==> src/rtl/arc4_pkg.sv <==
// Shared widths, character bounds, state encodings and a helper for the arc4 key search.
package arc4_pkg;

  localparam int unsigned KEY_W  = 24;
  localparam int unsigned ADDR_W = 8;
  localparam int unsigned DATA_W = 8;
  localparam int unsigned IDX_W  = ADDR_W + 1;

  localparam logic [DATA_W-1:0] ASCII_LO = 8'h20;
  localparam logic [DATA_W-1:0] ASCII_HI = 8'h7E;

  typedef enum logic [2:0] {
    IDLE,
    START,
    BUSY,
    RUN,
    LEN,
    SCAN,
    PASS,
    FAIL
  } ks_state_t;

  typedef enum logic [2:0] {
    SC_IDLE,
    SC_LEN0,
    SC_LEN1,
    SC_ADDR,
    SC_CHK
  } sc_state_t;

  function automatic logic is_printable(input logic [DATA_W-1:0] c,
                                        input logic [DATA_W-1:0] lo,
                                        input logic [DATA_W-1:0] hi);
    return (c >= lo) && (c <= hi);
  endfunction

endpackage

==> src/rtl/pt_scan.sv <==
// Walks the length-prefixed plaintext memory and reports whether every character is in range.
// Memory is synchronous: data for an address appears the cycle after the address is presented.
module pt_scan
  import arc4_pkg::*;
#(
  parameter logic [DATA_W-1:0] CH_LO = ASCII_LO,
  parameter logic [DATA_W-1:0] CH_HI = ASCII_HI
) (
  input  logic              clk,
  input  logic              rst,
  input  logic              i_start,
  output logic              o_done,
  output logic              o_pass,
  output logic [ADDR_W-1:0] o_pt_addr,
  input  logic [DATA_W-1:0] i_pt_rddata
);

  sc_state_t         r_state, w_state_nxt;
  logic [DATA_W-1:0] r_len, w_len_nxt;
  logic [IDX_W-1:0]  r_idx, w_idx_nxt;
  logic [ADDR_W-1:0] r_addr, w_addr_nxt;
  logic              r_done, w_done_nxt;
  logic              r_pass, w_pass_nxt;

  assign o_done    = r_done;
  assign o_pass    = r_pass;
  assign o_pt_addr = r_addr;

  // State and datapath registers
  always_ff @(posedge clk or posedge rst) begin
    if (rst) begin
      r_state <= SC_IDLE;
      r_len   <= '0;
      r_idx   <= '0;
      r_addr  <= '0;
      r_done  <= 1'b0;
      r_pass  <= 1'b0;
    end else begin
      r_state <= w_state_nxt;
      r_len   <= w_len_nxt;
      r_idx   <= w_idx_nxt;
      r_addr  <= w_addr_nxt;
      r_done  <= w_done_nxt;
      r_pass  <= w_pass_nxt;
    end
  end

  // Length fetch then two cycles per character: present address, then check the returned byte
  always_comb begin
    w_state_nxt = r_state;
    w_len_nxt   = r_len;
    w_idx_nxt   = r_idx;
    w_addr_nxt  = r_addr;
    w_done_nxt  = 1'b0;
    w_pass_nxt  = r_pass;
    case (r_state)
      SC_IDLE: begin
        if (i_start) begin
          w_addr_nxt  = '0;
          w_state_nxt = SC_LEN0;
        end
      end
      SC_LEN0: w_state_nxt = SC_LEN1;
      SC_LEN1: begin
        w_len_nxt = i_pt_rddata;
        w_idx_nxt = IDX_W'(1);
        if (i_pt_rddata == '0) begin
          // An empty message never counts as a valid decryption
          w_done_nxt  = 1'b1;
          w_pass_nxt  = 1'b0;
          w_state_nxt = SC_IDLE;
        end else begin
          w_addr_nxt  = ADDR_W'(1);
          w_state_nxt = SC_ADDR;
        end
      end
      SC_ADDR: w_state_nxt = SC_CHK;
      SC_CHK: begin
        if (!is_printable(i_pt_rddata, CH_LO, CH_HI)) begin
          w_done_nxt  = 1'b1;
          w_pass_nxt  = 1'b0;
          w_addr_nxt  = '0;
          w_state_nxt = SC_IDLE;
        end else if (r_idx == IDX_W'(r_len)) begin
          w_done_nxt  = 1'b1;
          w_pass_nxt  = 1'b1;
          w_addr_nxt  = '0;
          w_state_nxt = SC_IDLE;
        end else begin
          w_idx_nxt   = r_idx + IDX_W'(1);
          w_addr_nxt  = ADDR_W'(r_idx + IDX_W'(1));
          w_state_nxt = SC_ADDR;
        end
      end
      default: w_state_nxt = SC_IDLE;
    endcase
  end

endmodule

==> src/rtl/arc4_key_search.sv <==
// Brute-force key search: starts arc4 per trial key and accepts the first key whose
// plaintext is entirely printable. Owns the key loop and the arc4 en/rdy handshake.
module arc4_key_search
  import arc4_pkg::*;
#(
  parameter logic [KEY_W-1:0]  KEY_START = 24'h000000,
  parameter logic [KEY_W-1:0]  KEY_LAST  = 24'hFFFFFF,
  parameter logic [DATA_W-1:0] CH_LO     = ASCII_LO,
  parameter logic [DATA_W-1:0] CH_HI     = ASCII_HI
) (
  input  logic              clk,
  input  logic              rst,
  input  logic              en,
  output logic              rdy,
  output logic [KEY_W-1:0]  key,
  output logic              key_valid,
  output logic              a4_en,
  input  logic              a4_rdy,
  output logic [KEY_W-1:0]  a4_key,
  output logic [ADDR_W-1:0] pt_addr,
  input  logic [DATA_W-1:0] pt_rddata
);

  ks_state_t        r_state, w_state_nxt;
  logic [KEY_W-1:0] r_trial, w_trial_nxt;
  logic [KEY_W-1:0] r_key, w_key_nxt;
  logic             r_key_valid, w_key_valid_nxt;
  logic             r_a4_en, w_a4_en_nxt;
  logic             r_rdy, w_rdy_nxt;
  logic             r_scan_start, w_scan_start_nxt;
  logic             w_scan_done;
  logic             w_scan_pass;
  logic [ADDR_W-1:0] w_pt_addr;

  assign rdy       = r_rdy;
  assign key       = r_key;
  assign key_valid = r_key_valid;
  assign a4_en     = r_a4_en;
  // The trial register only changes in IDLE/FAIL, so it stays stable while arc4 runs
  assign a4_key    = r_trial;
  assign pt_addr   = w_pt_addr;

  pt_scan #(
    .CH_LO(CH_LO),
    .CH_HI(CH_HI)
  ) u_pt_scan (
    .clk        (clk),
    .rst        (rst),
    .i_start    (r_scan_start),
    .o_done     (w_scan_done),
    .o_pass     (w_scan_pass),
    .o_pt_addr  (w_pt_addr),
    .i_pt_rddata(pt_rddata)
  );

  // State and output registers
  always_ff @(posedge clk or posedge rst) begin
    if (rst) begin
      r_state      <= IDLE;
      r_trial      <= KEY_START;
      r_key        <= '0;
      r_key_valid  <= 1'b0;
      r_a4_en      <= 1'b0;
      r_rdy        <= 1'b1;
      r_scan_start <= 1'b0;
    end else begin
      r_state      <= w_state_nxt;
      r_trial      <= w_trial_nxt;
      r_key        <= w_key_nxt;
      r_key_valid  <= w_key_valid_nxt;
      r_a4_en      <= w_a4_en_nxt;
      r_rdy        <= w_rdy_nxt;
      r_scan_start <= w_scan_start_nxt;
    end
  end

  // Key loop: start arc4, wait for busy then ready, scan plaintext, advance or finish
  always_comb begin
    w_state_nxt      = r_state;
    w_trial_nxt      = r_trial;
    w_key_nxt        = r_key;
    w_key_valid_nxt  = r_key_valid;
    w_a4_en_nxt      = 1'b0;
    w_scan_start_nxt = 1'b0;
    case (r_state)
      IDLE: begin
        if (en) begin
          w_trial_nxt     = KEY_START;
          w_key_nxt       = '0;
          w_key_valid_nxt = 1'b0;
          w_state_nxt     = START;
        end
      end
      START: begin
        // Never pulse into a busy arc4 (it is not reset with this block)
        if (a4_rdy) begin
          w_a4_en_nxt = 1'b1;
          w_state_nxt = BUSY;
        end
      end
      BUSY: begin
        // Ready seen right after the pulse may be stale; wait for arc4 to drop it
        if (!a4_rdy) w_state_nxt = RUN;
      end
      RUN: begin
        if (a4_rdy) begin
          w_scan_start_nxt = 1'b1;
          w_state_nxt      = LEN;
        end
      end
      LEN: w_state_nxt = SCAN;
      SCAN: begin
        if (w_scan_done) w_state_nxt = w_scan_pass ? PASS : FAIL;
      end
      PASS: begin
        w_key_nxt       = r_trial;
        w_key_valid_nxt = 1'b1;
        w_state_nxt     = IDLE;
      end
      FAIL: begin
        // Compare before incrementing so the trial never wraps past KEY_LAST
        if (r_trial == KEY_LAST) begin
          w_key_valid_nxt = 1'b0;
          w_state_nxt     = IDLE;
        end else begin
          w_trial_nxt = r_trial + KEY_W'(1);
          w_state_nxt = START;
        end
      end
      default: w_state_nxt = IDLE;
    endcase
    w_rdy_nxt = (w_state_nxt == IDLE);
  end

endmodule

==> config.mk <==
export PLATFORM = sky130hd
export DESIGN_NAME = arc4_key_search
export DESIGN_NICKNAME = d
export VERILOG_FILES = /design/src/rtl/arc4_pkg.sv /design/src/rtl/pt_scan.sv /design/src/rtl/arc4_key_search.sv
export SDC_FILE = /design/constraint.sdc
export NUM_CORES = 1
export LEC_CHECK = 0
export CORE_UTILIZATION = 50
export DETAILED_ROUTE_END_ITERATION = 7
export PLACE_DENSITY = 0.75
export SYNTH_ARGS = -nofsm -noshare
export SYNTH_HDL_FRONTEND = slang
export SYNTH_SLANG_ARGS = --single-unit
==> constraint.sdc <==
create_clock -name clk -period 3.7 [get_ports clk]
set_input_delay 1.11 -clock clk [delete_from_list [all_inputs] [get_ports clk]]
set_output_delay 1.11 -clock clk [all_outputs]
set_load 0.005 [all_outputs]
==> summary.txt, run 1 <==
Layout
  – Fraction of layout cells with a size suffix above 1: 8.86%
  – Area grow syn2layout: 26.8%
  – Nets@finish: 438
  – Design Area, Final: 0.00493 mm^2
  – N_diodes: 0

Floorplan
  – Die area: 0.00813 mm^2
  – Die W: 90.2 um
  – Die Ht: 90.2 um
  – Core Footprint: 0.00737 mm^2
  – Starting Density: 52.7%
  – Cell row count: 31
  – I/O pin cnt: 71

Route
  – Vias per inst: 5.81
  – DRC errors left: 0
  – TritonRoute pass-1 iters: 5
  – Routed length on met2: 4300 um
  – WL met3: 426 um
  – Top Metal Used: met4
  – Initial drt markers: 184
  – Metal-1 WL: 3680 um
  – Avg WL per Cell: 16.2 um
  – Final WL: 8540 um
  – Vias: 3068
  – DRT antenna net count: 0

Worst hold path
  – Worst Min Path Start: u_pt_scan.o_pt_addr[6]$_DFFE_PP0P_
  – Class of the worst hold path: register to register
  – Hold Path End: u_pt_scan.o_pt_addr[6]$_DFFE_PP0P_
  – Hold Path Depth: 1

Clock tree
  – Sink Count: 85
  – CTS clock-pin slew for the worst setup and hold paths: 80 ps
  – CTS tree: yes
  – Setup bufs post-CTS: 0
  – Cts bufs inserted: 9
  – Clk_lat worst skew: 350 ps
  – H-tree depth: 3
  – Hold-fix buffers at CTS: 0
  – Max clock buf depth: 2
  – Post-CTS resize count: 0
  – CTS Root Cell: clkbuf_8

GRT
  – Initial antenna violation count: 0
  – Vias in the first global route: 2958
  – Total global routing overflow: 0
  – Largest net degree at the start of global routing: 52
  – First-pass GRT wire length: 14600 um
  – Global Route Usage Sum: 22.4%

Power and ir drop
  – PwrDens: 516 mW/mm^2
  – Leak: 0.00219 uW
  – Worst VDD drop: 0.000320 V
  – Pwr Total: 2540 uW

Timing
  – Slew @ Worst Pin: 1100 ps
  – Slew margin rel.: 26.2%
  – Hold Violations, Final: 0
  – RSZ-0062 raised after global routing: no
  – Clk_skew: 5.18 ps
  – Max Fclk: 351 MHz
  – Period Utilization, post-route: 77.0%
  – Final setup fails: 0
  – Pins Over Slew Limit: 0
  – Crit path time final: 2850 ps
  – Setup TNS: 0 ps

Logic synthesis
  – Post-Syn Area: 0.00389 mm^2
  – Syn nets: 367
  – Post-synth EDFFs: 0
  – Synth Area per Inst: 11.0 um^2
  – Asr flop ratio synth: 100%
  – Synth top area share: 54.1%
  – Yosys reg bits: 85
  – Cells after Synth: 353
  – Most common cell in the netlist: dfrtp_1
  – Number of distinct library cells after synthesis: 45
  – Top cells by count, synth: 84 x dfrtp_1, 27 x nor2_1, 26 x a22o_1
  – Most common flop cell mapped by yosys: dfrtp_1
  – Biggest area consumer among synthesized cells: dfrtp_1
  – Synthesis Warnings: 0
  – Sequential cell area fraction in the yosys report: 54.8%
  – Largest cells by area after synthesis: dfrtp_1 54%, a22o_1 5.9%, xor2_1 3.8%, mux2_2 2.6%, nor2_1 2.6%

Outcome
  – Status: completed

Setup path
  – Reg2reg path depth: 5
  – CP Max Fanout: 10
  – WP data arrival: 3080 ps
  – Critical path capture point type: register
  – Worst setup SP type: primary input
  – Required @ worst endpoint: 3930 ps
  – Reg2reg setup slack: 1320 ps
  – Critical setup path kind: primary input to register
  – RR Startpoint: u_pt_scan.r_idx[2]$_DFFE_PP0P_
  – Worst r2r dst: u_pt_scan.r_idx[2]$_DFFE_PP0P_

Placement
  – DPL Wire Length: 5990 um
  – PortBufs: 70
  – Placed inst area: 0.00470 mm^2
  – RePlAce Congestion: 0.865

Flow run
  – Max cap viols: 0
-- how the worst max path moves through the flow --
| stage | cells past startpoint | start | endpoint | slack, ps |
|---|---|---|---|---|
| after detailed placement | 6 | pt_rddata[1] | u_pt_scan.o_pt_addr[0]$_DFFE_PP0P_ | 530 |
| after global placement | 6 | pt_rddata[1] | u_pt_scan.o_pt_addr[0]$_DFFE_PP0P_ | 550 |
| after CTS | 6 | pt_rddata[1] | u_pt_scan.o_pt_addr[0]$_DFFE_PP0P_ | 890 |
| final | 6 | pt_rddata[1] | u_pt_scan.o_pt_addr[0]$_DFFE_PP0P_ | 850 |
| after floorplan | 1 | rst | a4_en$_DFF_PP0_ | 400 |
| after global routing | 6 | pt_rddata[1] | u_pt_scan.o_pt_addr[0]$_DFFE_PP0P_ | 740 |
-- kinds of logic after synthesis --
| family | synth area share, % |
|---|---|
| adders and majority gates | 0.644 |
| DFF | 54.8 |
| AOI/OAI and AO/OA | 14.1 |
| muxes | 4.67 |
| and+or+nand+nor | 17.7 |
| xor gates and xnor gates | 6.08 |
| buffers and inverters | 2.00 |
-- where the power goes --
| group | switching (uW) | leakage [uW] | internal, uW |
|---|---|---|---|
| Sequential | 150 | 0.00115 | 1050 |
| Clock | 317 | 0.000110 | 418 |
| Combinational | 307 | 0.000927 | 296 |
| Total | 774 | 0.00219 | 1770 |
-- per-layer routing --
metal | vias to the layer above | global-route usage (%)
met5 | - | 0
met4 | 0 | 6.99
met3 | 15 | 5.84
met2 | 100 | 37.1
met1 | 1500 | 29.0
li1 | 1453 | -
-- state kept, by name, indices dropped and copies added (netlist names), 3 cells and up --
signal               count
a4_key                  24
key                     24
r_state                  3
u_pt_scan.o_pt_addr      8
u_pt_scan.r_idx          9
u_pt_scan.r_len          8
u_pt_scan.r_state        3
-- critical path, cell delays in order --
cell,delay [ps]
clkdlybuf4s50_1,420
or4_1,570
o41ai_1,280
a21o_1,390
mux2i_1,210
o21ai_0,90
-- through the flow --
step	util [%]	instances	hold WS (ps)	setup WS, ps
finish	66.8	528	488	852
floorplan	-	353	470	398
global route	66.8	528	512	741
detailed placement	63.8	512	465	527
global placement	63.8	512	466	553
CTS	66.8	528	494	891
-- area by class of cell --
class                      count  area [um^2]
clock inverter                 3         67.6
tap                           99          124
sequential                    85         2130
multi-input combinational    250         1680
clock buffer                  13          159
timing repair buffer          76          758
inverter                       2         8.76
fill                         591         2440
-- placed cells by master, fill, tap and decap left out, drive strengths merged, types with 2 or more instances in the layout --
master / count
or4: 5
nor4: 3
and4: 5
dfrtp: 84
a21o: 7
buf: 6
and3: 6
nor2: 27
or3: 3
a22o: 26
a211oi: 2
o31ai: 2
clkdlybuf4s50: 70
o2111ai: 2
xnor2: 10
o22ai: 2
mux2i: 8
o211ai: 7
nor2b: 2
a21oi: 7
nand2: 25
o41ai: 2
o21ai: 12
nand2b: 6
and2: 2
mux2: 9
nand4: 14
ha: 2
a31o: 2
bufinv: 2
xor2: 17
clkbuf: 13
o21a: 2
and2b: 2
nand3: 16
nor3: 11
No activity file was read; power rests on OpenSTA's default activity.
==> run 2, diff against run 1 <==
Clock period 3.7 ns to 2.9 ns, I/O delays scaled along.
==> summary.txt, run 2 (synthesis gave the netlist of run 1 again) <==
Outcome
  – Status: completed

Timing
  – Worst hold slack: 494 ps (+5.97 ps)
  – Period Utilization, post-route: 85.0%
  – Final setup fails: 0 (unchanged)
  – Clk_skew: 12.2 ps (+7.04 ps)
  – Slew margin rel.: 58.3% (+32 points)
  – Setup TNS: 0 ps (unchanged)
  – Crit path time final: 2470 ps
  – Hold Violations, Final: 0 (unchanged)
  – Slew @ Worst Pin: 624 ps (-472 ps)
  – Max Fclk: 406 MHz
  – Pins Over Slew Limit: 0 (unchanged)
  – RSZ-0062 raised after global routing: no

Clock tree
  – Setup bufs post-CTS: 0 (unchanged)
  – Sink Count: 85 (unchanged)
  – Max clock buf depth: 2 (unchanged)
  – CTS Root Cell: clkbuf_8
  – CTS tree: yes
  – H-tree depth: 3 (unchanged)
  – Cts bufs inserted: 9 (unchanged)
  – CTS clock-pin slew for the worst setup and hold paths: 80 ps (about the same)
  – Clk_lat worst skew: 350 ps (about the same)
  – Hold-fix buffers at CTS: 0 (unchanged)
  – Post-CTS resize count: 0 (unchanged)

Floorplan
  – Die W: 90.2 um (unchanged)
  – Core Footprint: 0.00737 mm^2 (unchanged)
  – Cell row count: 31 (unchanged)
  – Die area: 0.00813 mm^2 (unchanged)
  – I/O pin cnt: 71 (unchanged)
  – Starting Density: 52.7% (unchanged)
  – Die Ht: 90.2 um (unchanged)

Route
  – Final WL: 8170 um (-4.3%)
  – DRT antenna net count: 0 (unchanged)
  – Routed length on met2: 4060 um (-5.7%)
  – Avg WL per Cell: 15.4 um (-5.1%)
  – Vias per inst: 5.69 (-2.1%)
  – WL met3: 268 um (-37%)
  – Top Metal Used: met4
  – DRC errors left: 0 (unchanged)
  – Metal-1 WL: 3670 um (-0.27%)
  – Initial drt markers: 292 (+59%)
  – TritonRoute pass-1 iters: 4 (-1)
  – Vias: 3026 (-1.4%)

Setup path
  – Required @ worst endpoint: 3180 ps (-750 ps)
  – Worst setup SP type: primary input
  – WP data arrival: 2750 ps (-330 ps)
  – Critical path capture point type: register
  – CP Max Fanout: 8 (-2)
  – Crit-path cells: clkdlybuf4s50_1 -> or4_1 -> o41ai_1 -> a21o_1 -> buf_4 -> a22o_1
  – Worst path max stage delay: 550 ps (-20 ps)
  – Critical setup path kind: primary input to register
  – Slowest stage cell, crit path: or4_1

Layout
  – Most frequent cells in the layout: 84 x dfrtp_1, 70 x clkdlybuf4s50_1, 27 x nor2_1
  – Nets@finish: 443 (+1.1%)
  – Register area: 0.00213 mm^2 (unchanged)
  – Fill count: 587 (-0.68%)
  – N_diodes: 0 (unchanged)
  – Design Area, Final: 0.00495 mm^2 (+0.53%)
  – Final Util: 67.2% (+0.36 points)
  – Multi-input logic area: 0.00168 mm^2 (unchanged)
  – Most common cell after layout, fill and taps aside: dfrtp_1
  – Fraction of layout cells with a size suffix above 1: 10.2% (+1.3 points)
  – Area grow syn2layout: 27.4%

Power and ir drop
  – Leak: 0.00220 uW (+0.49%)
  – Sw Share: 30.8% (+0.36 points)
  – Net Switching: 994 uW (+28%)
  – Pwr Total: 3230 uW (+27%)
  – Worst VDD drop: 0.000450 V (+40%)
  – Comb power frac: 25.0% (+1.3 points)
  – PwrDens: 651 mW/mm^2 (+26%)
  – Share of power burned in registers: 47.5% (about the same)
  – Int Pwr: 2230 uW (+26%)
  – Clk pwr share: 27.5% (-1.4 points)

Placement
  – PortBufs: 70 (unchanged)
  – DPL Wire Length: 5820 um (-2.8%)
  – Placed inst area: 0.00474 mm^2 (+0.85%)
  – RePlAce Congestion: 0.888 (+2.6%)

Worst hold path
  – Class of the worst hold path: register to register

GRT
  – Initial antenna violation count: 0 (unchanged)
  – First-pass GRT wire length: 14000 um (-4.4%)
  – Largest net degree at the start of global routing: 86 (+65%)
  – Total global routing overflow: 0 (unchanged)
  – Vias in the first global route: 2982 (+0.81%)
  – Global Route Usage Sum: 21.7% (-0.78 points)

Flow run
  – Max cap viols: 0 (unchanged)
## run 2: critical path: cells and delay by family
family / cells / cell delay (ps)
buffers and inverters: 2 / 610
AO/OA/AOI/OAI: 3 / 710
AND/OR/NAND/NOR: 1 / 550
## run 2: area by class of cell
class	instances	share of cell area (%)
repair buffers	81	16.1
clock buffers	9	2.50
clock inverters	6	1.79
inverters	2	0.227
well taps	99	2.50
flip-flops and latches	85	43.0
multi-input cells	250	33.9
## run 2: metal layers
metal,global-route usage [%],up-vias
met5,0,-
met4,10.9,0
met3,5.08,17
met2,35.4,74
met1,27.0,1475
li1,-,1460
## run 2: path summary, 6_finish.rpt
path                                                     from                                  to  slack (ps)  depth (start not counted)
min in group asynchronous                                 rst      u_pt_scan.r_len[0]$_DFFE_PP0P_         980                          3
max                                              pt_rddata[1]  u_pt_scan.o_pt_addr[2]$_DFFE_PP0P_         430                          6
max in group asynchronous                                 rst                       rdy$_DFF_PP1_        1560                          3
min reg2reg                u_pt_scan.o_pt_addr[1]$_DFFE_PP0P_  u_pt_scan.o_pt_addr[1]$_DFFE_PP0P_         490                          2
max reg2reg                             a4_key[0]$_DFFE_PP0P_                r_state[0]$_DFF_PP0_         640                          5
min                        u_pt_scan.o_pt_addr[1]$_DFFE_PP0P_  u_pt_scan.o_pt_addr[1]$_DFFE_PP0P_         490                          2
## run 2: metrics by stage
| step | setup WS (ps) | std cells |
|---|---|---|
| 3_3_place_gp | 168 | 517 |
| 5_1_grt | 331 | 532 |
| 2_1_floorplan | 573 | 353 |
| 3_5_place_dp | 118 | 517 |
| 6_report | 434 | 532 |
| 4_1_cts | 493 | 532 |
## run 2: power by group through the flow
stage / logic (uW) / registers (uW) / clock network (uW)
2_1_floorplan: 585 / 1480 / 0
3_5_place_dp: 816 / 1550 / 0
3_3_place_gp: 796 / 1550 / 0
5_1_grt: 889 / 1560 / 955
4_1_cts: 815 / 1530 / 914
6_report: 807 / 1530 / 887
==> run 3, diff against run 2 <==
Settings changed: HOLD_SLACK_MARGIN set to 0.1.
==> results of run 3 <==
No change in the layout: final DEF, timing and power equal those of run 2.
